==> config.mk <==
export PLATFORM = sky130hd
export DESIGN_NAME = led_arb
export DESIGN_NICKNAME = d
export VERILOG_FILES = /design/src/rtl/led_arb_pkg.sv /design/src/rtl/led_hb.sv /design/src/rtl/led_arb.sv
export SDC_FILE = /design/constraint.sdc
export NUM_CORES = 1
export LEC_CHECK = 0
export CORE_MARGIN = 3
export CORE_UTILIZATION = 45
export CTS_BUF_LIST = sky130_fd_sc_hd__clkbuf_16
export DETAILED_ROUTE_END_ITERATION = 16
export GPL_TIMING_DRIVEN = 0
export PLACE_DENSITY = 0.72
export SLEW_MARGIN = 20
export SYNTH_ARGS = -nofsm -noshare
export SYNTH_HDL_FRONTEND = slang
export SYNTH_SLANG_ARGS = --single-unit
==> constraint.sdc <==
create_clock -name clk -period 4.8 [get_ports clk]
set_clock_uncertainty 0.1 [all_clocks]
set_input_delay 0.48 -clock clk [delete_from_list [all_inputs] [get_ports clk]]
set_output_delay 0.48 -clock clk [all_outputs]
set_load 0.005 [all_outputs]
==> src/rtl/led_arb_pkg.sv <==
// Shared encodings for the LED arbiter: error-display states, register map
// and CTRL/STATUS bit positions.
package led_arb_pkg;

    typedef enum logic [1:0] {
        IDLE     = 2'd0,
        SHOW_ON  = 2'd1,
        SHOW_OFF = 2'd2
    } err_state_t;

    localparam logic ADDR_LED  = 1'b0;
    localparam logic ADDR_CTRL = 1'b1;

    localparam int HB_EN      = 0;
    localparam int ERR_EN     = 1;
    localparam int ERR_CLR    = 2;
    localparam int ERR_ACTIVE = 8;
    localparam int CODE_LSB   = 16;

endpackage

==> src/rtl/led_hb.sv <==
// Heartbeat divider: hb toggles every HB_CYC cycles while en is high,
// and is held low with the counter cleared while en is low.
module led_hb #(
    parameter int HB_CYC = 50_000_000
) (
    input  logic clk,
    input  logic rst,
    input  logic en,
    output logic hb
);

    localparam int CW = $clog2(HB_CYC);
    localparam logic [CW-1:0] CNT_LAST = CW'(HB_CYC - 1);

    logic [CW-1:0] cnt;

    always_ff @(posedge clk) begin
        if (rst || !en) begin
            cnt <= '0;
            hb  <= 1'b0;
        end else if (cnt == CNT_LAST) begin
            cnt <= '0;
            hb  <= ~hb;
        end else begin
            cnt <= cnt + 1'b1;
        end
    end

endmodule

==> src/rtl/led_arb.sv <==
// LED arbiter: error-code blink display over heartbeat over software LEDs,
// with a two-register bus interface (LED, CTRL/STATUS).
module led_arb
    import led_arb_pkg::*;
#(
    parameter int BLINK_CYC = 25_000_000,
    parameter int N_BLINKS  = 4,
    parameter int HB_CYC    = 50_000_000
) (
    input  logic        clk,
    input  logic        rst,
    input  logic        stb,
    input  logic        we,
    input  logic        addr,
    input  logic [31:0] data_in,
    output logic [31:0] data_out,
    output logic        ack,
    input  logic        err_valid,
    input  logic [7:0]  err_code,
    output logic [7:0]  leds,
    output logic        err_active
);

    localparam int TW = $clog2(BLINK_CYC);
    localparam int BW = $clog2(N_BLINKS + 1);
    localparam logic [TW-1:0] TIMER_TOP  = TW'(BLINK_CYC - 1);
    localparam logic [BW-1:0] BLINK_LAST = BW'(N_BLINKS - 1);

    err_state_t    state, state_nx;
    logic [TW-1:0] timer, timer_nx;
    logic [BW-1:0] blinks, blinks_nx;
    logic [7:0]    code, code_nx;
    logic [7:0]    sw_led;
    logic          hb_en, err_en, hb;
    logic          wr_led, wr_ctrl, err_clr;
    logic [31:0]   ctrl_word;
    logic          unused_bits;

    assign wr_led      = stb && we && (addr == ADDR_LED);
    assign wr_ctrl     = stb && we && (addr == ADDR_CTRL);
    assign err_clr     = wr_ctrl && data_in[ERR_CLR];
    assign unused_bits = ^data_in[31:8];
    assign ack         = stb;
    assign err_active  = (state != IDLE);

    led_hb #(.HB_CYC(HB_CYC)) u_hb (
        .clk (clk),
        .rst (rst),
        .en  (hb_en),
        .hb  (hb)
    );

    always_ff @(posedge clk) begin
        if (rst) begin
            state  <= IDLE;
            timer  <= '0;
            blinks <= '0;
            code   <= '0;
            sw_led <= '0;
            hb_en  <= 1'b0;
            err_en <= 1'b1;
        end else begin
            state  <= state_nx;
            timer  <= timer_nx;
            blinks <= blinks_nx;
            code   <= code_nx;
            if (wr_led)
                sw_led <= data_in[7:0];
            if (wr_ctrl) begin
                hb_en  <= data_in[HB_EN];
                err_en <= data_in[ERR_EN];
            end
        end
    end

    // A new error always restarts the display, even when a clear arrives with it.
    always_comb begin
        state_nx  = state;
        timer_nx  = timer;
        blinks_nx = blinks;
        code_nx   = code;
        if (err_valid && err_en) begin
            state_nx  = SHOW_ON;
            timer_nx  = TIMER_TOP;
            blinks_nx = '0;
            code_nx   = err_code;
        end else if (err_clr && state != IDLE) begin
            state_nx = IDLE;
        end else begin
            case (state)
                SHOW_ON: begin
                    if (timer == '0) begin
                        state_nx = SHOW_OFF;
                        timer_nx = TIMER_TOP;
                    end else begin
                        timer_nx = timer - 1'b1;
                    end
                end
                SHOW_OFF: begin
                    if (timer == '0) begin
                        if (blinks == BLINK_LAST) begin
                            state_nx = IDLE;
                        end else begin
                            state_nx  = SHOW_ON;
                            timer_nx  = TIMER_TOP;
                            blinks_nx = blinks + 1'b1;
                        end
                    end else begin
                        timer_nx = timer - 1'b1;
                    end
                end
                default: ;
            endcase
        end
    end

    always_comb begin
        case (state)
            SHOW_ON:  leds = code;
            SHOW_OFF: leds = 8'h00;
            default:  leds = {hb_en ? hb : sw_led[7], sw_led[6:0]};
        endcase
    end

    always_comb begin
        ctrl_word                  = '0;
        ctrl_word[HB_EN]           = hb_en;
        ctrl_word[ERR_EN]          = err_en;
        ctrl_word[ERR_ACTIVE]      = err_active;
        ctrl_word[CODE_LSB +: 8]   = code;
        data_out = '0;
        if (stb && !we)
            data_out = (addr == ADDR_CTRL) ? ctrl_word : {24'b0, sw_led};
    end

endmodule
==> results of run 1 <==
worst paths after layout:
| path | startpoint | slack, ns | endpoint | cells after the start |
|---|---|---|---|---|
| hold / removal | u_hb.cnt[0] | 0.34 | u_hb.cnt[0] | 1 |
| hold reg to reg | u_hb.cnt[0] | 0.34 | u_hb.cnt[0] | 1 |
| setup reg to reg | state[1] | 2.01 | timer[14] | 9 |
| setup / recovery | addr | 1.62 | data_out[16] | 6 |
critical path: stages:
cell,delay [ns]
clkdlybuf4s50_1,0.46
clkbuf_1,0.39
inv_1,0.17
nor2_1,0.37
and2_1,0.23
clkdlybuf4s50_1,0.51
registers in the layout (all words and copies together) (netlist names):
register,count
err_en,1
sw_led,8
blinks,3
u_hb.hb,1
hb_en,1
u_hb.cnt,26
code,8
state,2
timer,25
logic make-up after synthesis:
| logic type | synth area share [%] |
|---|---|
| AO/OA/AOI/OAI | 12.7 |
| XOR/XNOR | 5.63 |
| adder cells (fa/ha/maj) | 2.47 |
| buffers and inverters | 7.79 |
| flip-flops | 37.1 |
| multiplexers | 3.25 |
| other | 0.0926 |
| AND/OR/NAND/NOR | 31.0 |
layout make-up:
cell class	instances	area share, %
Clock buffer	9	4.49
Clock inverter	7	1.47
Buffer	38	4.42
Multi-Input combinational cell	367	45.6
Inverter	25	1.87
Sequential cell	75	30.0
Timing Repair Buffer	48	9.59
Tap cell	105	2.62
per-layer routing:
layer  share of wire [%]  GRT usage (%)
met1                  46           27.7
met4                 1.6           6.74
met3                 6.1           6.02
met2                  46           31.8
met5                   0              0
cell usage after synthesis (3+ instances only):
master and n:
dfxtp_1 75, nor2_1 51, nand2_1 33, nor3_1 28, a21oi_1 27, nand3_1 26, inv_1 25, buf_4 18
o21ai_0 16, and3_1 15, clkbuf_1 15, xnor2_1 15, and2_1 14, mux2i_1 12, xor2_1 11, nor4_1 9
or3_1 9, ha_1 8, a31o_2 6, and4_1 6, nand4_1 6, o22ai_1 5, a211oi_1 4, a21o_1 4
buf_2 3, nand2b_1 3, nand3b_1 3, nor2b_1 3
through the flow:
stage          cells  util (%)  instance area, um2
4_1_cts          674      59.2                5010
3_3_place_gp     658      55.7                4710
3_5_place_dp     658      55.7                4710
5_1_grt          674      59.2                5010
2_1_floorplan    505         -                4100
6_report         674      59.2                5010
power groups by stage:
stage               Combinational, W  Clock [W]  Sequential [W]
floorplan                   0.000148          0        0.000687
CTS                         0.000217   0.000694        0.000681
detailed placement          0.000215          0        0.000695
global placement            0.000210          0        0.000693
global route                0.000241   0.000728        0.000686
finish                      0.000219   0.000680        0.000682
==> metrics, run 1 <==
run status=completed; Synthesis Warnings=0; number of antenna violations at the first check in global routing=0; Final #Nets=618; Avg WL per Cell=14.8 um; final worst path period share=66.2%; number of max-slew violations in the final report=0; Post-Place Setup Slack=1.64 ns; fraction of registers with async set/reset=0%; sequential element share of the synthesized area=37.1%; iteration count of the initial detailed-routing pass=5; biggest area consumer among synthesized cells=dfxtp_1; Die Wd=101 um; area taken by flip-flops and latches=0.00150 mm2; commonest non-fill, non-tap cell in the layout=dfxtp_1; Primary FF master, synth=dfxtp_1; clock insertion delay at the later pin of the skew report=0.33 ns; hold violation total from the final report=0; crit path setup slack, layout=1.62 ns; vias after detailed routing=3,700; Reg power frac=43.1%; multi-input combinational cell area=0.00228 mm2; Internal Power=0.00115 W; GR Util All Layers=20.6%; Remaining Overflow, GRT=0; average cell area after synthesis=8.24 um2; total wire length=9960 um; number of buffers inserted by hold repair at cts=0; final worst path period need=3.18 ns; Arr. time, crit path=2.60 ns; number of buffers created by CTS=9; clock tree from TritonCTS=built; count of routing violations after the opening detailed-route iteration=264; height of the die=101 um; most used cells in the layout excluding fill and tap cells=dfxtp_1 (75), nor2_1 (51), clkdlybuf4s50_1 (48), nand2_1 (33), nor3_1 (28); DRC violations left=0; maximum capacitance violations=0; number of antenna repair diodes=0; normalized max-slew margin=54.6%; CTS sink count=75; effective utilization at floorplan=47.8%; type of the worst setup path=input pin to output port; endpoints failing setup=0; global-route wire length before repair=16,900 um; number of filler instances in the final layout=740; total I/O pin count=88; global placer's final weighted congestion=0.892; pin count of the biggest net entering global routing=15; count of buffers added by post-CTS timing repair for setup=0; flip-flop and latch count after synthesis=75; maximum buffer depth of the clock tree=2; ranking of synthesized cells by area=dfxtp_1 (37%), nor2_1 (4.7%), nor3_1 (3.5%); root cell of the clock tree=clkbuf_16; worst hold-check slack=0.338 ns; Cell Pwr Density=316 mW/mm2; area delta synth->final=23.8%; ratio of cells with drive above 1 in the final layout=10.2%; worst supply voltage drop on vdd=214 uV; Sw Ratio=27.2%; transition time at the pin with the least slew margin=0.682 ns; Resized cells post-CTS=0; share of power burned in the clock network=43.0%; number of H-tree levels=3; data required time of the worst path=4.22 ns; highest attainable clock frequency=0.314 GHz; Comb power frac=13.9%; number of placement rows=33; Syn Inst Count=491; count of input and output buffers=48; core area=0.00846 mm2; switching pwr=0.000430 W; vias in the first global route=3,605; Post-synth EDFFs=0; DRT antenna net count=0; combined area of all synthesized cells=0.00405 mm2; LEAKAGE=1.88 nW; half-perimeter wire length of the detailed placement result=7310 um; type of origin of the critical path=input pin; Power, Total=0.00158 W; Distinct cells, synth=60; CTS clock-pin slew for the worst setup and hold paths=0.06 ns; kind of end point of the critical path=output port; fraction of post-synthesis cell area in the top cell type by area=37.1%; mean number of vias per cell=5.49; final sum of negative setup slack=0 ns; path type of the worst min-delay path=flop to flop; Die Footprint=0.0102 mm2; unrepaired setup endpoints after global routing=false; maximum fanout encountered on the critical timing path=10
No activity file was read; power rests on OpenSTA's default activity.
==> inputs of run 2 (changes only) <==
--- a/config.mk
+++ b/config.mk
@@ -10,7 +10,7 @@
 export CTS_BUF_LIST = sky130_fd_sc_hd__clkbuf_16
 export DETAILED_ROUTE_END_ITERATION = 16
 export GPL_TIMING_DRIVEN = 0
-export PLACE_DENSITY = 0.72
+export PLACE_DENSITY = 0.75
 export SLEW_MARGIN = 20
 export SYNTH_ARGS = -nofsm -noshare
 export SYNTH_HDL_FRONTEND = slang
==> constraint.sdc (replaced) <==
create_clock -name clk -period 2.9 [get_ports clk]
set_clock_uncertainty 0.1 [all_clocks]
set_input_delay 0.29 -clock clk [delete_from_list [all_inputs] [get_ports clk]]
set_output_delay 0.29 -clock clk [all_outputs]
set_load 0.005 [all_outputs]
==> metrics, run 2 (synthesis results as in run 1) <==
most used cells in the layout excluding fill and tap cells=dfxtp_1 (75), nor2_1 (50), clkdlybuf4s50_1 (48), nand2_1 (33), nor3_1 (28); worst supply voltage drop on vdd=297 uV; root cell of the clock tree=clkbuf_16; count of routing violations after the opening detailed-route iteration=198; vias after detailed routing=3,722; highest attainable clock frequency=0.374 GHz; final sum of negative setup slack=0 ns; worst setup path start=addr; number of max-slew violations in the final report=0; Largest delay share family, worst path=buffers and inverters; critical-path cell list=clkdlybuf4s50_1 > clkbuf_1 > inv_1 > nor2_2 > and2_1 > clkdlybuf4s50_1; data required time of the worst path=2.51 ns; largest stage delay on the critical path=0.51 ns; CTS sink count=75; pin count of the biggest net entering global routing=17; Remaining Overflow, GRT=0; hold violation total from the final report=0; clock tree from TritonCTS=built; Die Wd=101 um; area delta synth->final=23.7%; count of buffers added by post-CTS timing repair for setup=0; global-route wire length before repair=16,500 um; CTS clock-pin slew for the worst setup and hold paths=0.07 ns; transition time at the pin with the least slew margin=0.621 ns; number of antenna violations at the first check in global routing=0; Worst path depth=6; global placer's final weighted congestion=0.928; launch instance of the worst register-to-register path=state[1]; worst path bufs/invs=4; Die Footprint=0.0102 mm2; Final #Nets=617; total I/O pin count=88; number of flip-flops in the largest register=26; slack of the worst reg-to-reg path=0.24 ns; number of placement rows=33; type of the worst setup path=input pin to output port; path type of the worst min-delay path=flop to flop; registers with the highest flip-flop counts=u_hb.cnt (26), timer (25); number of buffers created by CTS=9; number of H-tree levels=3; Worst Setup EP=data_out[16]; Crit path top cell by count=clkdlybuf4s50_1; Avg WL per Cell=14.4 um; maximum capacitance violations=0; crit path setup slack, layout=0.224 ns; maximum buffer depth of the clock tree=2; run status=completed; ratio of cells with drive above 1 in the final layout=10.7%; Cell Pwr Density=517 mW/mm2; DRC violations left=0; number of buffers inserted by hold repair at cts=0; type of origin of the critical path=input pin; final worst path period need=2.68 ns; count of input and output buffers=48; final worst path period share=92.3%; iteration count of the initial detailed-routing pass=5; commonest non-fill, non-tap cell in the layout=dfxtp_1; number of antenna repair diodes=0; kind of end point of the critical path=output port; worst hold-check slack=0.338 ns; maximum fanout encountered on the critical timing path=10; core area=0.00846 mm2; half-perimeter wire length of the detailed placement result=7150 um; vias in the first global route=3,575; path depth of the worst reg2reg path=9; largest register by flop count=u_hb.cnt; Critical-path top delay cell=clkdlybuf4s50_1; DRT antenna net count=0; height of the die=101 um; endpoints failing setup=0; end of the worst register-to-register path=timer[14]; GR Util All Layers=19.8%; normalized max-slew margin=58.5%; clock insertion delay at the later pin of the skew report=0.34 ns; Arr. time, crit path=2.29 ns; unrepaired setup endpoints after global routing=false; LEAKAGE=1.88 nW; mean number of vias per cell=5.53; total wire length=9670 um; Post-Place Setup Slack=0.0628 ns; effective utilization at floorplan=47.8%
## run 2: per-layer routing
| layer | vias to the layer above | share of wire, % | track usage, % | routed length, um |
|---|---|---|---|---|
| met5 | - | 0 | 0 | 0 |
| met4 | 0 | 1.6 | 8.08 | 158 |
| met3 | 13 | 5.5 | 3.11 | 536 |
| met2 | 121 | 48 | 32.8 | 4640 |
| met1 | 1731 | 45 | 25.7 | 4330 |
| li1 | 1857 | - | - | - |
## run 2: final cells by class
cell class,count,area (um2)
Buffer,37,219
Clock buffer,9,225
Clock inverter,7,67.6
Fill cell,738,3460
Inverter,25,93.8
Multi-Input combinational cell,367,2290
Sequential cell,75,1500
Tap cell,105,131
Timing Repair Buffer,48,480
## run 2: per-stage QoR
step | area, um2 | power, W | std cells | util, %
after floorplan | 4100 | 0.00138 | 505 | -
after global placement | 4710 | 0.00149 | 658 | 55.7
after detailed placement | 4710 | 0.00150 | 658 | 55.7
after CTS | 5000 | 0.00260 | 674 | 59.1
after global routing | 5010 | 0.00269 | 673 | 59.2
final | 5010 | 0.00259 | 673 | 59.2
## run 2: how the worst min path moves through the flow
stage | from | end | depth (start not counted)
floorplan | data_in[1] | err_en | 2
global placement | u_hb.cnt[0] | u_hb.cnt[0] | 1
detailed placement | u_hb.cnt[0] | u_hb.cnt[0] | 1
CTS | u_hb.cnt[0] | u_hb.cnt[0] | 1
global route | u_hb.cnt[0] | u_hb.cnt[0] | 1
finish | u_hb.cnt[0] | u_hb.cnt[0] | 1
## run 2: where the power goes
group          switching [W]  total [W]  internal [W]
logic               0.000200   0.000362      0.000162
clock network       0.000495    0.00110      0.000603
registers          0.0000529    0.00113       0.00107
total               0.000748    0.00259       0.00184
## run 2: what timing repair did
action	in CTS	in global routing
hold endpoints to repair	0	0
gates resized for setup	0	4
setup endpoints to repair	0	21
